File: config.mk
export PLATFORM = sky130hd
export DESIGN_NAME = wb_regfile
export DESIGN_NICKNAME = d
export VERILOG_FILES = /design/src/rtl/mips_pkg.sv /design/src/rtl/wb_mux.sv /design/src/rtl/wb_regfile.sv
export SDC_FILE = /design/constraint.sdc
export NUM_CORES = 2
export LEC_CHECK = 0
export ABC_AREA = 1
export BUFFER_PORTS_ARGS = -buffer_cell sky130_fd_sc_hd__buf_2
export CAP_MARGIN = 20
export CORE_MARGIN = 4
export CORE_UTILIZATION = 35
export DETAILED_ROUTE_END_ITERATION = 8
export GPL_TIMING_DRIVEN = 0
export PLACE_DENSITY = 0.59
export SYNTH_ARGS = -nofsm -noshare
export SYNTH_HDL_FRONTEND = slang
export SYNTH_SLANG_ARGS = --single-unit
File: constraint.sdc
create_clock -name clk -period 4.1 [get_ports clk]
set_input_delay 0.205 -clock clk [delete_from_list [all_inputs] [get_ports clk]]
set_output_delay 0.205 -clock clk [all_outputs]
set_load 0.02 [all_outputs]
File: src/rtl/mips_pkg.sv
// Shared pipeline constants for the MIPS datapath.
// Used by the pipeline register blocks and the writeback/register-file stage.
package mips_pkg;

    localparam int DATA_W   = 32;
    localparam int ADDR_W   = 5;
    localparam int NUM_REGS = 1 << ADDR_W;
    localparam int REG_ZERO = 0;

endpackage

File: src/rtl/wb_mux.sv
// Writeback result select: load data or ALU result.
// Also instanced by the forwarding path so both agree on the W-stage value.
module wb_mux
    import mips_pkg::*;
#(
    parameter int W = DATA_W
) (
    input  logic         sel,
    input  logic [W-1:0] in0,
    input  logic [W-1:0] in1,
    output logic [W-1:0] y
);

    assign y = sel ? in1 : in0;

endmodule

File: src/rtl/wb_regfile.sv
// MEM/WB consumer: selects the writeback result and commits it to the register file.
// Provides two combinational decode read ports with same-cycle write bypass.
module wb_regfile #(
    parameter int DATA_W = mips_pkg::DATA_W,
    parameter int ADDR_W = mips_pkg::ADDR_W,
    parameter int CNT_W  = 32
) (
    input  logic              clk,
    input  logic              reset,
    input  logic              regwrite_W,
    input  logic              memtoreg_W,
    input  logic [DATA_W-1:0] read_data_W,
    input  logic [DATA_W-1:0] aluout_W,
    input  logic [ADDR_W-1:0] writereg_W,
    input  logic [ADDR_W-1:0] ra1_D,
    input  logic [ADDR_W-1:0] ra2_D,
    output logic [DATA_W-1:0] rd1_D,
    output logic [DATA_W-1:0] rd2_D,
    output logic [DATA_W-1:0] result_W,
    output logic [CNT_W-1:0]  wb_count
);
    import mips_pkg::*;

    localparam int                NREGS    = 1 << ADDR_W;
    localparam logic [ADDR_W-1:0] ZERO_IDX = ADDR_W'(REG_ZERO);

    logic [DATA_W-1:0] regs [NREGS];
    logic              commit;

    wb_mux #(.W(DATA_W)) u_wb_mux (
        .sel (memtoreg_W),
        .in0 (aluout_W),
        .in1 (read_data_W),
        .y   (result_W)
    );

    // Register 0 is never written, so it holds the zero it got at reset.
    assign commit = regwrite_W && (writereg_W != ZERO_IDX);

    // NOTE: the array is reset explicitly so no read can ever return X; this
    // forces flops rather than a RAM macro, which is fine at 32 entries.
    always_ff @(posedge clk) begin
        if (reset) begin
            for (int i = 0; i < NREGS; i++) begin
                regs[i] <= '0;
            end
            wb_count <= '0;
        end else if (commit) begin
            // NOTE: non-blocking so every reader this edge sees the old value.
            regs[writereg_W] <= result_W;
            wb_count         <= wb_count + CNT_W'(1);
        end
    end

    function automatic logic [DATA_W-1:0] read_port(
        input logic              rst,
        input logic              we,
        input logic [ADDR_W-1:0] wr_idx,
        input logic [DATA_W-1:0] wr_data,
        input logic [ADDR_W-1:0] ra,
        input logic [DATA_W-1:0] stored
    );
        if (rst || ra == ZERO_IDX) begin
            return '0;
        end else if (we && wr_idx == ra) begin
            return wr_data;
        end
        return stored;
    endfunction

    always_comb begin
        rd1_D = read_port(reset, regwrite_W, writereg_W, result_W, ra1_D, regs[ra1_D]);
        rd2_D = read_port(reset, regwrite_W, writereg_W, result_W, ra2_D, regs[ra2_D]);
    end

endmodule

==> impl_results.md <==
* Outcome: finished with violations
* Violated checks: negative setup slack
* Synthesized cell area at 60900 µm²
* Fillers at 17900
* Yosys warns at 0
* Buffers on Ports at 203
* Setup-failing EPs final at 37
* Clock latency at the later pin of the worst-skew pair at 0.83 ns
* Cells after Synth at 8353
* CP max FO at 10
* Crit path cell chain: buf_2, buf_2, clkbuf_1, buf_8, buf_1, o211ai_1, nand3_1, nand2_1, nand3_1, nand3_1, nand2_1, buf_2
* Final hold violation count at 0
* Initial antenna violation count at 71
* Total GRT Usage at 47.2%
* Setup Crit Path Kind: input port to output pin
* First DRT Iteration DRCs at 12900
* Hold Crit Depth at 6
* Crit path launch type: input port
* Fin nets at 8966
* Die area at 181000 µm²
* Effective utilization at floorplan at 35.4%
* Synth cell count leaders: nand2_1, nor2_1, nand3_1
* Synth area leader: edfxtp_1
* Worst slew pin tran at 1.34 ns
* Placed inst area at 67400 µm²
* Drt total wl at 440000 µm
* TritonCTS clock tree: done
* Synthesized flop and latch total at 1056
* Post-synthesis cell type count at 25
* Antenna viol nets, final at 0
* Register area share after synthesis at 51.5%
* Total CTS buffers at 136
* Final Non-Filler Cells at 11300
* Critical Path AT at 4.34 ns
* Slew Limit Headroom at 10.7%
* CTS H-tree lvls at 4
* Max cap viols at 0
* DP HPWL at 331000 µm
* Avg Cell Area, Syn at 7.30 µm²
* Synth Flop Type: edfxtp_1
* Worst Setup End Kind: output pin
* Ys async rst share at 0%
* Register area at 31400 µm²
* Post CTS Setup Buffer Count at 0
* DR pass1 iterations at 7
* Critical-path top delay cell: buf_1
* Floorplan row count at 152
* Area Overhead vs Synth at 18.5%
* Global placement routability congestion at 1.09
* Floorplan die height at 425 µm
* Worst Hold Class: input port to register
* First-pass GRT wire length at 560000 µm
* Post-layout min period at 4.55 ns
* Peak Freq at 0.220 GHz
* Root Driver: clkbuf_16
* Worst reg-to-reg setup slack at 1.88 ns
* Pwr/cell area at 429 nW/µm²
* Leak at 32.2 nW
* Final instance area at 72200 µm²
* CTS max path bufs at 3
* Placed Cells at 11000
* Multi-input logic area at 24700 µm²
* Core ar. at 172000 µm²
* Via/cell ratio at 5.97
* Number of global-route vias before repair at 59500
* Top Ports at 211
* CP peak stage delay at 0.91 ns
* Worst flop-to-flop path endpoint: wb_count[18]$_SDFFE_PP0P_
* Skew final at 0.0138 ns
* Unrepaired setup endpoints after global routing: yes
* Crit path capture: rd2_D[22]
* Routed len/inst at 38.8 µm
* FF-to-FF Start: wb_count[0]$_SDFFE_PP0P_
* Number of synthesized flops with an enable pin at 1024
* Area share of the leading cell type in the synthesized netlist at 50.5%
* Overflow after GRT at 0
* Worst Setup SP: ra2_D[0]
* Largest net degree at the start of global routing at 33
* Total clock sinks at 1056
* Pins Over Slew Limit at 0
* Share of cells above drive strength 1 at 8.69%
* Area contributors post-synth: edfxtp_1, nand2_1, nor2_1
* Period utilisation layout at 111%
* Count leader, synth: nand2_1
* Clk slew on worst S/H paths at 0.05 ns
* Die Wd at 425 µm
* CP required at 3.89 ns
* VDD IR-drop max at 0.000488 V
* Number of vias in the routed layout at 67700
* DRC viols at 0
* FF-to-FF path depth at 8
* Final setup margin at -0.446 ns
worst max-delay path: cells and delay by family:
family,cells,cell delay (ns)
and+or+nand+nor,5,1.18
buffers and inverters,6,2.59
AOI/OAI and AO/OA,1,0.30
layout make-up:
type / count / area share [%]
Sequential cell: 1056 / 43.5
Timing Repair Buffer: 362 / 5.00
Clock inverter: 75 / 0.921
Clock buffer: 172 / 5.06
Inverter: 697 / 3.62
Buffer: 628 / 3.65
Multi-Input combinational cell: 6001 / 34.2
Tap cell: 2310 / 4.00
Antenna cell: 37 / 0.128
stage by stage:
| stage | setup WS [ns] | util (%) | TNS (ns) | hold WS [ns] | power [W] |
|---|---|---|---|---|---|
| 6_report | -0.446 | 41.9 | -4.26 | 0.0425 | 0.0310 |
| 3_3_place_gp | -1.74 | 37.7 | -788.77 | 0.482 | 0.0182 |
| 2_1_floorplan | 1.69 | - | 0 | 0.410 | 0.0152 |
| 3_5_place_dp | -0.200 | 39.1 | -6.34 | 0.491 | 0.0184 |
| 4_1_cts | 0.00414 | 41.8 | 0 | 0.00238 | 0.0304 |
| 5_1_grt | -0.113 | 41.9 | -0.113 | 0.0459 | 0.0313 |
kinds of logic (layout without fill, tap and decap cells):
kind of cell / after synthesis / in the layout / synth area share (%)
adder cells (fa/ha/maj): 1 / 1 / 0.0205
AO/OA/AOI/OAI: 229 / 229 / 2.15
XOR/XNOR: 6 / 6 / 0.0862
flip-flops: 1056 / 1056 / 51.5
buffers and inverters: 1327 / 1934 / 8.41
AND/OR/NAND/NOR: 5733 / 5733 / 37.8
other: 1 / 69 / 0.00615
worst min-delay path by stage:
stage / start / slack (ns) / end
5_1_grt: read_data_W[12] / 0.05 / regs[4][12]$_SDFFCE_PN0P_
2_1_floorplan: regwrite_W / 0.41 / wb_count[6]$_SDFFE_PP0P_
3_5_place_dp: wb_count[31]$_SDFFE_PP0P_ / 0.49 / wb_count[31]$_SDFFE_PP0P_
4_1_cts: read_data_W[4] / 0.002 / regs[4][4]$_SDFFCE_PN0P_
6_report: read_data_W[12] / 0.04 / regs[4][12]$_SDFFCE_PN0P_
3_3_place_gp: wb_count[31]$_SDFFE_PP0P_ / 0.48 / wb_count[31]$_SDFFE_PP0P_
registers in the layout (all words and copies together), names as in the netlist:
name / flops
regs: 1024
wb_count: 32
what timing repair did:
action	4_1_cts	5_1_grt
gates resized for setup	9	19
hold buffers	29	0
endpoints found under the hold margin	30	0
setup endpoints to repair	21	14
cell usage in the layout, fill, tap and decap left out, drive strengths merged:
| cell | n |
|---|---|
| clkdlybuf4s15 | 6 |
| xnor2 | 1 |
| a21oi | 113 |
| dlygate4sd3 | 29 |
| o211ai | 64 |
| xor2 | 5 |
| diode | 37 |
| clkinv | 59 |
| clkinvlp | 5 |
| ha | 1 |
| o21bai | 1 |
| bufinv | 10 |
| nand3 | 1165 |
| edfxtp | 1024 |
| nand2 | 2856 |
| nor2 | 1683 |
| clkbuf | 610 |
| conb | 32 |
| nand4 | 6 |
| nor3 | 9 |
| dfxtp | 32 |
| o21ai | 50 |
| or2 | 14 |
| buf | 517 |
| a31oi | 1 |
| inv | 698 |
report_power, final:
part | total, W | switching (W) | internal, W
Combinational | 0.00606 | 0.00486 | 0.00120
Sequential | 0.0127 | 0.000246 | 0.0124
Clock | 0.0123 | 0.00531 | 0.00694
metal layers:
| layer | wire length, µm | track usage, % | up-vias |
|---|---|---|---|
| met5 | 103 | 0.134 | - |
| met3 | 69300 | 19.9 | 1426 |
| li1 | - | - | 27600 |
| met2 | 172000 | 64.5 | 6098 |
| met4 | 34200 | 30.5 | 14 |
| met1 | 164000 | 60.6 | 32600 |
Note: power is estimated with default switching activity, not from simulation.
